==> src/rtl/fft16_out_reorder.sv <==
// fft16_out_reorder: captures a bit-reversed FFT frame, streams natural order.
// Optional macro FFT_OUT_SCALE_EN: scale each component by 1/N on capture.
module fft16_out_reorder #(
  parameter  int DATA_WIDTH = 16,
  parameter  int N          = 16,
  localparam int LOG2N      = $clog2(N)
) (
  input  logic                         clk,
  input  logic                         rst_n,
  input  logic                         enable,
  input  logic                         in_valid,
  output logic                         in_ready,
  input  logic [DATA_WIDTH*N-1:0]      in_re,
  input  logic [DATA_WIDTH*N-1:0]      in_im,
  output logic                         out_valid,
  input  logic                         out_ready,
  output logic signed [DATA_WIDTH-1:0] out_re,
  output logic signed [DATA_WIDTH-1:0] out_im,
  output logic [LOG2N-1:0]             out_idx,
  output logic                         out_last
);

  localparam logic [0:0] S_IDLE   = 1'b0;
  localparam logic [0:0] S_STREAM = 1'b1;

  localparam logic [LOG2N-1:0] LAST = LOG2N'(N - 1);

  typedef logic signed [DATA_WIDTH-1:0] samp_t;

  logic [0:0]       state_q, state_d;
  logic [LOG2N-1:0] cnt_q, cnt_d;

  samp_t buf_re_q [N];
  samp_t buf_re_d [N];
  samp_t buf_im_q [N];
  samp_t buf_im_d [N];

  logic             out_valid_q, out_valid_d;
  samp_t            out_re_q, out_re_d;
  samp_t            out_im_q, out_im_d;
  logic [LOG2N-1:0] out_idx_q, out_idx_d;
  logic             out_last_q, out_last_d;

  logic beat;
  logic last_beat;
  logic capture;

  function automatic logic [LOG2N-1:0] bitrev(
    input logic [LOG2N-1:0] v
  );
    logic [LOG2N-1:0] r;
    for (int i = 0; i < LOG2N; i++) begin
      r[i] = v[LOG2N-1-i];
    end
    return r;
  endfunction

  // Round-half-up divide by N, done one bit wider so the bias cannot wrap.
  function automatic samp_t scale(input samp_t x);
`ifdef FFT_OUT_SCALE_EN
    logic signed [DATA_WIDTH:0] t;
    t = {x[DATA_WIDTH-1], x};
    t = t + (DATA_WIDTH+1)'(2 ** (LOG2N - 1));
    t = t >>> LOG2N;
    return DATA_WIDTH'(t);
`else
    return x;
`endif
  endfunction

  // Handshake: a frame is taken in IDLE, or on the transferring last bin.
  always_comb begin
    beat      = (state_q == S_STREAM) && out_ready && enable;
    last_beat = beat && (cnt_q == LAST);
    in_ready  = enable && ((state_q == S_IDLE) || last_beat);
    capture   = in_valid && in_ready;
  end

  // Frame buffer, FSM and bin counter next state.
  always_comb begin
    state_d  = state_q;
    cnt_d    = cnt_q;
    buf_re_d = buf_re_q;
    buf_im_d = buf_im_q;
    if (capture) begin
      for (int k = 0; k < N; k++) begin
        buf_re_d[bitrev(LOG2N'(k))] =
          scale(in_re[k*DATA_WIDTH +: DATA_WIDTH]);
        buf_im_d[bitrev(LOG2N'(k))] =
          scale(in_im[k*DATA_WIDTH +: DATA_WIDTH]);
      end
      state_d = S_STREAM;
      cnt_d   = '0;
    end else if (last_beat) begin
      state_d = S_IDLE;
      cnt_d   = '0;
    end else if (beat) begin
      cnt_d = cnt_q + 1'b1;
    end
  end

  // Output register is loaded from the next buffer so bin 0 follows capture.
  always_comb begin
    out_valid_d = (state_d == S_STREAM);
    out_re_d    = out_re_q;
    out_im_d    = out_im_q;
    out_idx_d   = out_idx_q;
    out_last_d  = out_last_q;
    if (state_d == S_STREAM) begin
      out_re_d   = buf_re_d[cnt_d];
      out_im_d   = buf_im_d[cnt_d];
      out_idx_d  = cnt_d;
      out_last_d = (cnt_d == LAST);
    end
  end

  // State update; reset wins over enable, enable=0 freezes everything.
  always_ff @(posedge clk) begin
    if (!rst_n) begin
      state_q     <= S_IDLE;
      cnt_q       <= '0;
      out_valid_q <= 1'b0;
      out_re_q    <= '0;
      out_im_q    <= '0;
      out_idx_q   <= '0;
      out_last_q  <= 1'b0;
      for (int k = 0; k < N; k++) begin
        buf_re_q[k] <= '0;
        buf_im_q[k] <= '0;
      end
    end else if (enable) begin
      state_q     <= state_d;
      cnt_q       <= cnt_d;
      out_valid_q <= out_valid_d;
      out_re_q    <= out_re_d;
      out_im_q    <= out_im_d;
      out_idx_q   <= out_idx_d;
      out_last_q  <= out_last_d;
      for (int k = 0; k < N; k++) begin
        buf_re_q[k] <= buf_re_d[k];
        buf_im_q[k] <= buf_im_d[k];
      end
    end
  end

  assign out_valid = out_valid_q;
  assign out_re    = out_re_q;
  assign out_im    = out_im_q;
  assign out_idx   = out_idx_q;
  assign out_last  = out_last_q;

endmodule

==> config.mk <==
export PLATFORM = sky130hd
export DESIGN_NAME = fft16_out_reorder
export DESIGN_NICKNAME = d
export VERILOG_FILES = /design/src/rtl/fft16_out_reorder.sv
export SDC_FILE = /design/constraint.sdc
export NUM_CORES = 1
export LEC_CHECK = 0
export CAP_MARGIN = 20
export CORE_MARGIN = 1
export CORE_UTILIZATION = 35
export DETAILED_ROUTE_END_ITERATION = 6
export PLACE_DENSITY = 0.67
export SLEW_MARGIN = 30
export SYNTH_ARGS = -nofsm -noshare
export SYNTH_HDL_FRONTEND = slang
export SYNTH_SLANG_ARGS = --single-unit
export TNS_END_PERCENT = 1
==> constraint.sdc <==
create_clock -name clk -period 3.5 [get_ports clk]
set_input_delay 0.35 -clock clk [delete_from_list [all_inputs] [get_ports clk]]
set_output_delay 0.35 -clock clk [all_outputs]
set_load 0.01 [all_outputs]
Yosys cells after proc, flatten, opt, wreduce, memory -nomap -nowiden
Cells that the tools add are included.
Widths: inputs -> output; s select.
{"block": "totals", "inputBits": 517, "output_inout_bits": 39, "ff_bits": 554}
{"block": "op_classes", "n_mux": 13, "n_addsub": 1, "eq_ne": 2, "n_reduce_logical": 7, "n_lt_le_gt_ge": 1, "n_bitwise": 2}
{"op": "$mux 256", "count": 2}
{"op": "$bmux 16 s4", "count": 2}
{"op": "$mux 16", "count": 4}
{"op": "$mux 4", "count": 3}
{"op": "$eq 4x4->1 const B", "count": 2}
{"op": "$ge 5x5->1 const B", "count": 1}
{"op": "$logic_and 1x1->1", "count": 5}
{"op": "$not 4->5", "count": 1}
{"op": "$add 4x1->4 const B", "count": 1}
{"op": "$mux 1", "count": 2}
{"op": "$reduce_and 2->1", "count": 1}
{"op": "$logic_or 1x1->1", "count": 1}
{"op": "$not 1->1", "count": 1}

Logic depth before layout (Yosys ltp)
{"block": "logic_depth", "depth_word": 11, "mapped_depth": 13, "mapped_depth_nobuf": 8}

Worst setup path after synthesis
OpenSTA, ideal clock, no wires.
{"block": "synth_timing", "path_type": "flip-flop to flip-flop", "startpoint": "register cnt_q[0]", "endpoint": "register out_re_q[11], in the netlist out_re[11]", "period_less_slack_ps": 2623, "setup_ps": 119, "path_stages_with_launch": 10, "path_buffers": 1, "slack_ps": 877, "arrival_ps": 2504, "path_cell_list": "dfxtp_1 > ha_1 > nand4_1 > a21oi_2 > buf_1 > mux2i_1 > a211oi_1 > or4_1 > o221ai_1 > nor3_2"}
{"block": "synth_via", "elab_chain_len": 10, "elab_cells_between_ends": 17}
{"item": "from (decl)", "line": "31", "rtl": "logic [LOG2N-1:0] cnt_q, cnt_d;"}
{"item": "from (signal assigned)", "line": "133", "rtl": "cnt_q <= cnt_d;"}
{"item": "parallel branches: the longest is 10 deep, another holds $add 4x1->4"}
{"item": "to (signal assigned)", "line": "135", "rtl": "out_re_q <= out_re_d;"}
{"item": "to (decl)", "line": "39", "rtl": "samp_t out_re_q, out_re_d;"}
Several ways; the timed one is not identified. The select of a mux whose other input is x is not followed.
A chain may end at the register's enable or synchronous reset.

Worst setup path after layout
{"block": "layout_timing", "startpoint": "register cnt_q[0]", "endpoint": "register out_im_q[11], in the netlist out_im[11]"}
{"block": "layout_via", "elab_chain_len": 10, "elab_cells_between_ends": 17}
{"item": "parallel branches: the longest is 10 deep, another holds $add 4x1->4"}
{"item": "to (signal assigned)", "line": "136", "rtl": "out_im_q <= out_im_d;"}
{"item": "to (decl)", "line": "40", "rtl": "samp_t out_im_q, out_im_d;"}
Several ways; the timed one is not identified. The select of a mux whose other input is x is not followed.

==> run_results.csv <==
group,metric,value,unit
status,status,"finished clean",
setup_path,cp_data_arrival_time,3.78,ns
synth,synth.distinct_cells,49,
clock_tree,cts_setup_buffers,0,
synth,synth_common_cells,"716 x nand2_1, 554 x dfxtp_1, 355 x a21boi_0",
setup_path,critical_path_class,"reg2reg",
setup_path,r2r_cells,10,
power_and_ir_drop,p_per_area,451,nW/um^2
synth,ys_ff_latch,554,
clock_tree,h-tree-depth,3,
setup_path,cp-end-kind,"flop",
die,start_util,0.353,
synth,synth-edff-count,0,
timing,hold_viol,0,
die,io_pins,556,
synth,yosys_warnings,0,
routing,route.detailed.drc,0,
timing,setup_violations,0,
die,rows,98,
clock_tree,cts_hold_buf,0,
synth,synth_top_cell_by_area,"dfxtp_1",
synth,synth_top_area_frac,0.439,
timing,rsz0062_at_grt,"false",
routing,finalWirelength,97300,microns
timing,fin_skew,0.0197,ns
synth,synth_top_family_by_area,"compound AO/OA/AOI/OAI gates",
flow_run,maxCapViolCount,0,
timing,fin_crit_sh,0.954,
clock_tree,cts-root-buf,"clkbuf_16",
synth,muxShareOfSynthArea,0.112,
synth,synth_compound_area_frac,0.211,
placed_design,gp_congestion,0.857,
routing,dr.first_iter.drc_count,1721,
die,dieArea,73200,sq um
min_path,hp-class,"in2reg",
synth,yosysSeqAreaShare,0.439,
routing,vias,23000,
grt,grt_pass1_wl,143000,microns
clock_tree,cts_sinks,554,
die,coreArea,71500,sq um
grt,grt-ovfl-total,0,
synth,synthSimpleGateAreaFrac,0.190,
grt,grt_max_degree,206,
clock_tree,cts_buffer_depth,3,
timing,slew_headroom,0.353,
setup_path,slowest_delay,0.81,ns
routing,detail_route.vias_per_cell,5.09,
clock_tree,clock_latency,0.61,ns
clock_tree,numCtsBuffers,66,
layout,post-route-util,0.487,
layout,drive_gt1_frac,0.0854,
timing,worst_pin_slew,0.961,ns
power_and_ir_drop,peakVddDrop,310,uV
grt,antenna_found_initial,29,
layout,area_growth,37.9,%
routing,detail_route.first_pass.iterations,6,
setup_path,slowest_stage,"nor4_1",
setup_path,required,3.94,ns
timing,drv_slew,0,
timing,max_freq,0.300,GHz
layout,layout.nets,4020,
grt,grt_pass1_vias,22500,
grt,grtUsageTotal,0.258,
die,die-height,271,microns
routing,antenna_left,0,
synth,async_flop_share,0,
setup_path,crit_fanout,13,
synth,avgSynthCellArea,8.53,sq um
die,fp.dieW,271,microns
power_and_ir_drop,leakagePower,0.0123,uW
routing,wl_per_cell,21.6,microns
setup_path,r2r_slack,0.16,ns
min_path,holdPathStages,3,
synth,post-synth-top-count-cell,"nand2_1",
synth,synthesis.area,25300,sq um
timing,tns,0,ns
synth,synth_nets,3478,
synth,synth.area.top_cells,"dfxtp_1 44%, mux2i_1 11%, nand2_1 11%",
synth,synthCells,2960,
setup_path,start_kind,"flop",
clock_tree,cts.clk_slew.worst_paths,0.06,ns
setup_path,worstPathCellList,"ha_1 -> nand4_1 -> a21oi_4 -> buf_12 -> buf_12 -> buf_4 -> mux2i_1 -> a211oi_1 -> nor4_1 -> a211oi_1",
synth,synth_flop_cell,"dfxtp_1",
synth,synth_fa_ha_area_frac,0.000496,
clock_tree,cts_resized,0,
synth,synth_xor_area_frac,0.000694,
clock_tree,cts_tree,"built",
timing,fin_crit,3.34,ns
placed_design,dpl.hpwl,73000,microns
placed_design,port_buffers,555,
-- final timing paths --
path / startpoint / to
worst max-delay path: cnt_q[0] / out_im[11]
worst min-delay path: rst_n / out_re[14]
worst max register to register: cnt_q[0] / out_im[11]
worst min register to register: buf_im_q[107] / buf_im_q[107]
-- cells in the final DEF, fill, tap and decap left out, types with 3 or more instances in the layout --
| master | synthesis | routed |
|---|---|---|
| and2_1 | 5 | 5 |
| nand2_1 | 716 | 716 |
| clkdlybuf4s50_1 | 0 | 554 |
| nand3_1 | 4 | 3 |
| clkbuf_1 | 146 | 14 |
| a21boi_0 | 355 | 355 |
| a211o_1 | 16 | 16 |
| nor3_2 | 7 | 8 |
| clkinv_8 | 0 | 3 |
| o21ai_0 | 105 | 104 |
| a21oi_1 | 125 | 124 |
| nor2_1 | 101 | 100 |
| clkbuf_8 | 0 | 10 |
| buf_4 | 9 | 142 |
| o221ai_1 | 14 | 14 |
| mux2i_1 | 282 | 282 |
| o211ai_1 | 3 | 3 |
| nor3_1 | 9 | 8 |
| clkinv_2 | 0 | 11 |
| o21ai_1 | 3 | 3 |
| nor4_1 | 21 | 18 |
| and3_1 | 36 | 36 |
| a2111oi_1 | 0 | 3 |
| buf_12 | 0 | 32 |
| a2111oi_0 | 16 | 13 |
| diode_2 | 0 | 13 |
| a211oi_1 | 110 | 109 |
| o32ai_1 | 16 | 16 |
| nor4_2 | 0 | 3 |
| clkbuf_16 | 0 | 68 |
| or4_1 | 14 | 14 |
| bufinv_16 | 0 | 3 |
| nor2b_1 | 164 | 164 |
| dfxtp_1 | 554 | 554 |
-- where the power goes --
| part | internal [uW] | leakage [uW] | switching (uW) |
|---|---|---|---|
| clock network | 4010 | 0.00105 | 2810 |
| logic | 1120 | 0.00674 | 1020 |
| registers | 6610 | 0.00453 | 149 |
| total | 11700 | 0.0123 | 3970 |
-- cell type report --
type / instances / area [sq um]
diodes: 13 / 32.5
clock buffers: 92 / 1890
flip-flops and latches: 554 / 11100
clock inverters: 22 / 236
multi-input cells: 2149 / 13100
fillers: 6904 / 36700
repair buffers: 730 / 7290
well taps: 950 / 1190
inverters: 1 / 3.75
-- critical path, delay by kind of cell (launching register included) --
kind	cells	cell delay [ns]
AOI/OAI and AO/OA	3	0.53
adders and majority gates	1	0.30
buffers and inverters	3	0.55
DFF	1	0.44
muxes	1	0.27
and+or+nand+nor	2	1.06
-- through the flow --
stage	instances	hold WS [ns]	setup WS, ns	instance area (sq um)	total power [uW]
final	4511	0.305	0.162	34800	15700
after global routing	4508	0.302	0.0119	34800	16300
after CTS	4497	0.271	0.0848	34800	15800
after detailed placement	4383	0.453	-0.189	32600	9020
after global placement	4383	0.447	-0.0713	32600	9000
after floorplan	2960	0.440	0.877	25300	7840
-- kinds of logic after synthesis --
kind of cell | after synthesis
xor+xnor | 2
compound gates | 776
simple gates | 1087
flops | 554
fa+ha+maj | 1
mux | 283
buf+inv | 257
-- state kept, by name, indices dropped and copies added, names as in the netlist --
signal     count
cnt_q          4
buf_re_q     256
buf_im_q     256
out_last       1
out_valid      1
out_re        16
out_im        16
out_idx        4
-- layer usage --
layer  vias to the layer above  GRT usage  part of all wire
li1                      11300          -                 -
met1                     10900      0.335              0.44
met2                       693      0.424              0.47
met3                       117     0.0596             0.065
met4                        16     0.0795             0.020
met5                         -          0           0.00093
No activity file was read; power rests on OpenSTA's default activity.
